$ cat src/rtl/reset_seq_pkg.sv
// rtl/reset_seq_pkg.sv - shared state type and width helpers for the reset sequencer
package reset_seq_pkg;

    typedef enum logic [1:0] {
        HOLD  = 2'd0,
        COUNT = 2'd1,
        ACK   = 2'd2,
        DONE  = 2'd3
    } seq_state_e;

    // Delay counter width; a DELAY of 1 still needs a one-bit counter.
    function automatic int cnt_w(input int delay);
        return (delay > 1) ? $clog2(delay) : 1;
    endfunction

    // Width of the released-stage count, which spans 0..STAGES inclusive.
    function automatic int stage_w(input int stages);
        return (stages > 0) ? $clog2(stages + 1) : 1;
    endfunction

    // Acknowledge timeout counter only needs to reach ACK_TIMEOUT-1.
    function automatic int tmo_w(input int timeout);
        return cnt_w(timeout);
    endfunction

endpackage

$ cat src/rtl/rst_sync_chain.sv
// rtl/rst_sync_chain.sv - reset-deassertion synchroniser, set asynchronously, drains zeros on clk
module rst_sync_chain #(
    parameter int SYNC_STAGES = 2
) (
    input  logic clk,
    input  logic reset,
    input  logic load,
    output logic sync_out,
    output logic sync_next
);

    logic [SYNC_STAGES-1:0] chain;

    // Set immediately on reset, reload on request, otherwise shift a zero toward the output.
    always_ff @(posedge clk or posedge reset) begin
        if (reset) begin
            chain <= '1;
        end else if (load) begin
            chain <= '1;
        end else begin
            chain <= {chain[SYNC_STAGES-2:0], 1'b0};
        end
    end

    // sync_next is the value the output takes on the coming edge, so the sequencer
    // can leave HOLD on the same edge the chain output drops.
    assign sync_out  = chain[SYNC_STAGES-1];
    assign sync_next = chain[SYNC_STAGES-2];

endmodule

$ cat src/rtl/reset_sequencer.sv
// rtl/reset_sequencer.sv - staged reset release, one output every DELAY enabled cycles; RESET_SEQ_ACK_EN adds per-stage acknowledge
module reset_sequencer
    import reset_seq_pkg::*;
#(
    parameter int STAGES      = 4,
    parameter int DELAY       = 4,
    parameter int SYNC_STAGES = 2,
    parameter int ACK_TIMEOUT = 16
) (
    input  logic                         clk,
    input  logic                         reset,
    input  logic                         en,
    input  logic                         soft_req,
    input  logic [STAGES-1:0]            ack,
    output logic [STAGES-1:0]            rst,
    output logic [stage_w(STAGES)-1:0]   stage,
    output logic                         done,
    output logic                         fault
);

    localparam int CW = cnt_w(DELAY);
    localparam int SW = stage_w(STAGES);
    localparam logic [CW-1:0] CNT_LAST   = CW'(DELAY - 1);
    localparam logic [SW-1:0] STAGE_LAST = SW'(STAGES - 1);

    seq_state_e        state;
    logic [CW-1:0]     cnt;
    logic [SW-1:0]     stage_q;
    logic [STAGES-1:0] rst_q;
    logic              done_q;
    logic              fault_q;
    logic [STAGES-1:0] rel_mask;
    logic              chain_load;
    logic              sync_out;
    logic              sync_next;

    rst_sync_chain #(
        .SYNC_STAGES (SYNC_STAGES)
    ) u_sync (
        .clk       (clk),
        .reset     (reset),
        .load      (chain_load),
        .sync_out  (sync_out),
        .sync_next (sync_next)
    );

    // One-hot select of the next stage to release, avoiding an oversized index.
    always_comb begin
        rel_mask = '0;
        for (int i = 0; i < STAGES; i++) begin
            rel_mask[i] = (stage_q == SW'(i));
        end
    end

`ifdef RESET_SEQ_ACK_EN
    localparam int TW = tmo_w(ACK_TIMEOUT);
    localparam logic [TW-1:0]     TMO_LAST  = TW'(ACK_TIMEOUT - 1);
    localparam logic [SW-1:0]     STAGE_ALL = SW'(STAGES);

    logic [TW-1:0]     tmo;
    logic [STAGES-1:0] ack_mask;
    logic              ack_hit;
    logic              ack_expired;

    // The stage awaiting acknowledge is the one just released, i.e. stage_q-1.
    always_comb begin
        ack_mask = '0;
        for (int i = 0; i < STAGES; i++) begin
            ack_mask[i] = (stage_q == SW'(i + 1));
        end
    end

    assign ack_hit     = |(ack & ack_mask);
    assign ack_expired = (state == ACK) && !ack_hit && (tmo == TMO_LAST);
    assign chain_load  = soft_req | ack_expired;
`else
    logic unused_ack;

    assign unused_ack = (^ack) ^ (ACK_TIMEOUT > 0);
    assign chain_load = soft_req;
`endif

    // Sequencer FSM: hold until the synchroniser drains, then release stages in order.
    always_ff @(posedge clk or posedge reset) begin
        if (reset) begin
            state   <= HOLD;
            cnt     <= '0;
            stage_q <= '0;
            rst_q   <= '1;
            done_q  <= 1'b0;
            fault_q <= 1'b0;
`ifdef RESET_SEQ_ACK_EN
            tmo     <= '0;
`endif
        end else if (soft_req) begin
            state   <= HOLD;
            cnt     <= '0;
            stage_q <= '0;
            rst_q   <= '1;
            done_q  <= 1'b0;
`ifdef RESET_SEQ_ACK_EN
            tmo     <= '0;
`endif
        end else begin
            case (state)
                HOLD: begin
                    if (!sync_next || !sync_out) begin
                        state <= COUNT;
                    end
                end
                COUNT: begin
                    if (en) begin
                        if (cnt == CNT_LAST) begin
                            cnt     <= '0;
                            rst_q   <= rst_q & ~rel_mask;
                            stage_q <= stage_q + 1'b1;
`ifdef RESET_SEQ_ACK_EN
                            state   <= ACK;
                            tmo     <= '0;
`else
                            if (stage_q == STAGE_LAST) begin
                                state  <= DONE;
                                done_q <= 1'b1;
                            end
`endif
                        end else begin
                            cnt <= cnt + 1'b1;
                        end
                    end
                end
`ifdef RESET_SEQ_ACK_EN
                ACK: begin
                    if (ack_hit) begin
                        tmo <= '0;
                        if (stage_q == STAGE_ALL) begin
                            state  <= DONE;
                            done_q <= 1'b1;
                        end else begin
                            state <= COUNT;
                        end
                    end else if (tmo == TMO_LAST) begin
                        fault_q <= 1'b1;
                        rst_q   <= '1;
                        stage_q <= '0;
                        cnt     <= '0;
                        tmo     <= '0;
                        state   <= HOLD;
                    end else begin
                        tmo <= tmo + 1'b1;
                    end
                end
`endif
                DONE: begin
                    done_q <= 1'b1;
                end
                default: begin
                    state <= HOLD;
                end
            endcase
        end
    end

    assign rst   = rst_q;
    assign stage = stage_q;
    assign done  = done_q;
    assign fault = fault_q;

endmodule
$ cat config.mk
export PLATFORM = sky130hd
export DESIGN_NAME = reset_sequencer
export DESIGN_NICKNAME = d
export VERILOG_FILES = /design/src/rtl/reset_seq_pkg.sv /design/src/rtl/rst_sync_chain.sv /design/src/rtl/reset_sequencer.sv
export SDC_FILE = /design/constraint.sdc
export NUM_CORES = 1
export LEC_CHECK = 0
export ABC_AREA = 0
export BUFFER_PORTS_ARGS = -buffer_cell sky130_fd_sc_hd__buf_2
export CAP_MARGIN = 10
export CELL_PAD_IN_SITES_DETAIL_PLACEMENT = 0
export CELL_PAD_IN_SITES_GLOBAL_PLACEMENT = 1
export CORE_UTILIZATION = 35
export DETAILED_ROUTE_END_ITERATION = 16
export PLACE_DENSITY_LB_ADDON = 0.1
export SETUP_SLACK_MARGIN = 0.1
export SLEW_MARGIN = 20
export SYNTH_ARGS = -nofsm -noshare
export SYNTH_HDL_FRONTEND = slang
export SYNTH_SLANG_ARGS = --single-unit
$ cat constraint.sdc
create_clock -name clk -period 1.3 [get_ports clk]
set_input_delay 0.195 -clock clk [delete_from_list [all_inputs] [get_ports clk]]
set_output_delay 0.195 -clock clk [all_outputs]
set_load 0.005 [all_outputs]
Word level (Yosys, flattened, before mapping)
Cells that the tools add are included.
{"block": "classes", "muxes": 24, "bitwise_logic": 2, "addsub": 2, "n_eq_ne": 11, "n_reduce_logical": 13}
{"operator": "$mux W2", "count": 10}
{"operator": "$mux W4", "count": 4}
{"operator": "$mux W3", "count": 4}
{"operator": "$ne A3 B3 Y1 const B", "count": 4}
{"operator": "$eq A3 B2 Y1 const B", "count": 2}
{"operator": "$pmux W2 S3", "count": 1}
{"operator": "$reduce_bool A2 Y1", "count": 3}
{"operator": "$reduce_and A5 Y1", "count": 1}
{"operator": "$and A4 B4 Y4", "count": 1}
{"operator": "$eq A2 B2 Y1 const B", "count": 2}
{"operator": "$mux W1", "count": 4}
{"operator": "$not A4 Y4", "count": 1}
{"operator": "$reduce_and A4 Y1", "count": 1}
{"operator": "$add A3 B1 Y3 const B", "count": 1}
{"operator": "$eq A3 B1 Y1 const B", "count": 1}
{"operator": "$logic_not A3 Y1", "count": 1}
{"operator": "$reduce_and A3 Y1", "count": 1}
{"operator": "$reduce_bool A3 Y1", "count": 1}
{"operator": "$add A2 B1 Y2 const B", "count": 1}
{"operator": "$eq A2 B1 Y1 const B", "count": 1}
{"operator": "$logic_not A1 Y1", "count": 2}
{"operator": "$logic_not A2 Y1", "count": 1}
{"operator": "$ne A2 B2 Y1 const B", "count": 1}
{"operator": "$pmux W1 S2", "count": 1}
{"operator": "2 further kinds", "count": 2}
{"block": "totals", "ff_bits": 14, "elab_cells": 58, "inputBits": 8, "output_inout_bits": 9}

Depth between registers and ports, before layout
{"block": "logic_depth", "word_depth": 7, "depth_mapped": 4}

Hierarchy
A second synthesis with hierarchy kept.
{"block": "hier_totals", "hier_cells": 65, "hier_area_um2": 715.7}
{"mod": "reset_sequencer", "seq_area_each_um2": 305.3, "n_inst": 1, "area_per_inst_um2": 653.1, "cells_each": 61}
{"mod": "rst_sync_chain", "seq_area_each_um2": 52.6, "n_inst": 1, "area_per_inst_um2": 62.6, "cells_each": 4}

Worst setup path before layout
Ideal clock, no wire load.
{"block": "synth_timing", "kind": "reg-to-reg", "from": "register cnt[0]", "to": "register stage_q[0] (netlist: stage[0])", "slack_ns": 0.010, "setup_ns": 0.125, "n_path_buf": 1, "t_arrival_ns": 1.164, "path_stages_with_launch": 5, "cell_sequence": "dfrtp_1 ha_1 and4b_1 buf_6 mux2_4"}
{"block": "synth_via", "elab_chain_cells": 3}
{"item": "start: declaration", "line": "reset_sequencer.sv:27", "text": "logic [CW-1:0] cnt;"}
{"item": "start signal: assignment", "line": "reset_sequencer.sv:127", "text": "cnt <= cnt + 1'b1;"}
{"item": "$eq A2 B2 Y1", "line": "reset_sequencer.sv:113", "text": "if (cnt == CNT_LAST) begin"}
{"item": "$reduce_bool A2 Y1 (no source line)"}
{"item": "$reduce_and A3 Y1 (no source line)"}
{"item": "end signal: assignment", "line": "reset_sequencer.sv:116", "text": "stage_q <= stage_q + 1'b1;"}
{"item": "end: declaration", "line": "reset_sequencer.sv:28", "text": "logic [SW-1:0] stage_q;"}
No other way between the ends.
A chain may end at the register's enable or synchronous reset.

Final worst setup path
Ends and elaborated chain as after synthesis.

==> flow_summary.json <==
{
  "status": "finished clean",
  "syn_inst": 64,
  "die-width_um": 47.0,
  "path_max_fanout": 3,
  "p_total_w": 0.000819,
  "core_mm2": 0.00182,
  "numCtsBuffers": 3,
  "ys_seq_elements": 14,
  "track_usage": 0.146,
  "use_met3": 0.0692,
  "met2_usage": 0.236,
  "startpoint": "cnt[0]",
  "arrival_ps": 1410,
  "drive_gt1_frac": 0.476,
  "ff2ff_path_depth": 3,
  "cts-root-buf": "clkbuf_4",
  "area_growth_syn_to_layout_pct": 29.3,
  "crit_path_start_kind": "register",
  "critical_path_class": "register to register",
  "grt_setup_unrepaired": "true",
  "seq_area_frac_synth": 0.504,
  "first_pass_iters": 2,
  "irDropWorstVdd_v": 0.000908,
  "place_congestion": 0.632,
  "die_h_um": 47.0,
  "cts.sinks": 14,
  "fin_tns_setup_ps": 0,
  "crit_path_end_kind": "register",
  "fin_nets": 99,
  "wl_per_cell_um": 11.0,
  "worstMarginPinSlew_ps": 521,
  "rrSetupSlack_ps": 60,
  "grt-ovfl-total": 0,
  "syn_avg_cell_area_um2": 11.1,
  "finalHoldViolations": 0,
  "design.die.area_mm2": 0.00221,
  "synthesis.nets": 78,
  "min_period_ps": 1240,
  "clkTransAtPathRegs_ps": 80,
  "vias_per_cell": 4.59,
  "met1_usage": 0.169,
  "synth.distinct_cells": 23,
  "power_density_mw_per_mm2": 893,
  "fin_area_um2": 917,
  "io_pins": 17,
  "initial_utilization": 0.390,
  "yosysWarnings": 1,
  "port_buffers": 11,
  "setup_viol": 0,
  "vias": 500,
  "row_count": 15,
  "skew_ps": 1.02,
  "r2r_start": "cnt[0]",
  "grt-busiest-layer": "met2",
  "reg2reg_to": "stage[0]",
  "placed_area_um2": 817,
  "fmax_ghz": 0.805,
  "first_global_vias": 509,
  "p_leak_nw": 0.415,
  "period_share": 0.956,
  "grt_pass1_wl_mm": 2.13,
  "critPathRequiredTime_ps": 1470,
  "grt_max_degree": 21,
  "drtAntennaViolNets": 0,
  "min_path_type": "primary input to register",
  "n_antenna_cell": 0,
  "drv_slew": 0,
  "drc": 0,
  "cts_htree_levels": 1,
  "dp_hpwl_um": 872,
  "drtIter0Drc": 3,
  "antenna_found_initial": 0,
  "synth_area_um2": 709,
  "endpoint": "stage[0]",
  "cap_violations": 0,
  "clk_path_buf_depth": 2,
  "drt_wl_total_mm": 1.20,
  "cts_tree": "done",
  "clkLatencyLatePin_ps": 270,
  "relSlewSlack": 0.652
}
## cell families after synthesis
kind of cell | share of synthesized area
DFF | 0.504
AOI/OAI and AO/OA | 0.0741
buffers and inverters | 0.0670
adders and majority gates | 0.106
other | 0.00529
and+or+nand+nor | 0.157
muxes | 0.0864
## layout make-up
| type | count | area, um2 |
|---|---|---|
| Sequential cell | 14 | 358 |
| Fill cell | 174 | 903 |
| Multi-Input combinational cell | 41 | 344 |
| Clock buffer | 4 | 36.3 |
| Inverter | 5 | 18.8 |
| Timing Repair Buffer | 20 | 129 |
| Tap cell | 25 | 31.3 |
## metal layers
layer  vias to the layer above  wire [um]
li1                        252          -
met1                       237        576
met2                         9        564
met3                         2         47
met4                         0         14
met5                         -          0
## sequential cells by signal (all words and copies together), names as in the netlist
| register | cells |
|---|---|
| rst | 4 |
| stage | 3 |
| cnt | 2 |
| state | 2 |
| u_sync.chain | 2 |
| done | 1 |
## critical path: stages, from the launching register on
cell	delay, ps
dfrtp_1	370
ha_2	180
and4b_2	290
mux2_4	310
## worst min-delay path by stage
stage | from | to | slack [ps] | cells past startpoint
after CTS | soft_req | u_sync.chain[0] | 160 | 1
after global placement | reset | stage[2] | 260 | 2
final | soft_req | u_sync.chain[0] | 160 | 1
after global routing | soft_req | u_sync.chain[0] | 150 | 1
after detailed placement | reset | stage[2] | 250 | 2
after floorplan | reset | cnt[0] | 80 | 1
## timing repair
item / in CTS / in global routing
gates resized for setup: 4 / 2
setup buffers: 1 / 1
setup endpoints to repair: 7 / 7
pin swaps: 3 / 1
hold endpoints to repair: 8 / 0
hold buffers: 1 / 0
## cell usage after synthesis, drive strengths merged
cell type | instances | area share
dfrtp | 8 | 0.28
nor2 | 7 | 0.037
dfstp | 6 | 0.22
ha | 6 | 0.11
inv | 5 | 0.026
a21oi | 4 | 0.028
a31oi | 4 | 0.035
buf | 4 | 0.041
nand2b | 4 | 0.035
mux2 | 3 | 0.058
nor2b | 3 | 0.026
mux2i | 2 | 0.028
and3b | 1 | 0.014
and4b | 1 | 0.014
conb | 1 | 0.0053
nand2 | 1 | 0.0053
nand4 | 1 | 0.0088
nor3 | 1 | 0.0070
o21a | 1 | 0.011
or2 | 1 | 0.0088
## where the power goes
group | internal, W | switching, W
registers | 0.000447 | 0.00000526
logic | 0.0000282 | 0.0000321
clock network | 0.000170 | 0.000136
## placed cells by master (no fill, tap or decap)
master	netlist	layout
buf_2	2	11
dfrtp_1	8	8
nor2_1	7	7
buf_4	1	7
dfstp_2	6	6
inv_1	5	5
a21oi_1	4	4
nand2b_1	4	4
nor2b_1	3	3
ha_1	6	3
clkbuf_4	0	3
a31oi_1	4	2
mux2_4	2	2
mux2i_1	2	2
ha_2	0	2
and4b_2	0	1
nand4_1	1	1
a31oi_2	0	1
o21a_1	1	1
or2_2	1	1
and3b_2	1	1
nand2_1	1	1
nor3_1	1	1
mux2_2	1	1
a31oi_4	0	1
ha_4	0	1
conb_1	1	1
clkbuf_8	0	1
dlygate4sd3_1	0	1
buf_6	1	1
## through the flow
| step | setup WS, ps | std cells | utilization | hold slack, ps |
|---|---|---|---|---|
| after global placement | 37.8 | 102 | 0.449 | 263 |
| after CTS | 53.2 | 108 | 0.489 | 155 |
| final | 57.0 | 109 | 0.504 | 156 |
| after global routing | 18.3 | 109 | 0.504 | 154 |
| after detailed placement | 33.1 | 102 | 0.449 | 254 |
| after floorplan | 47.5 | 64 | - | 79.9 |
Note: power is estimated with default switching activity, not from simulation.
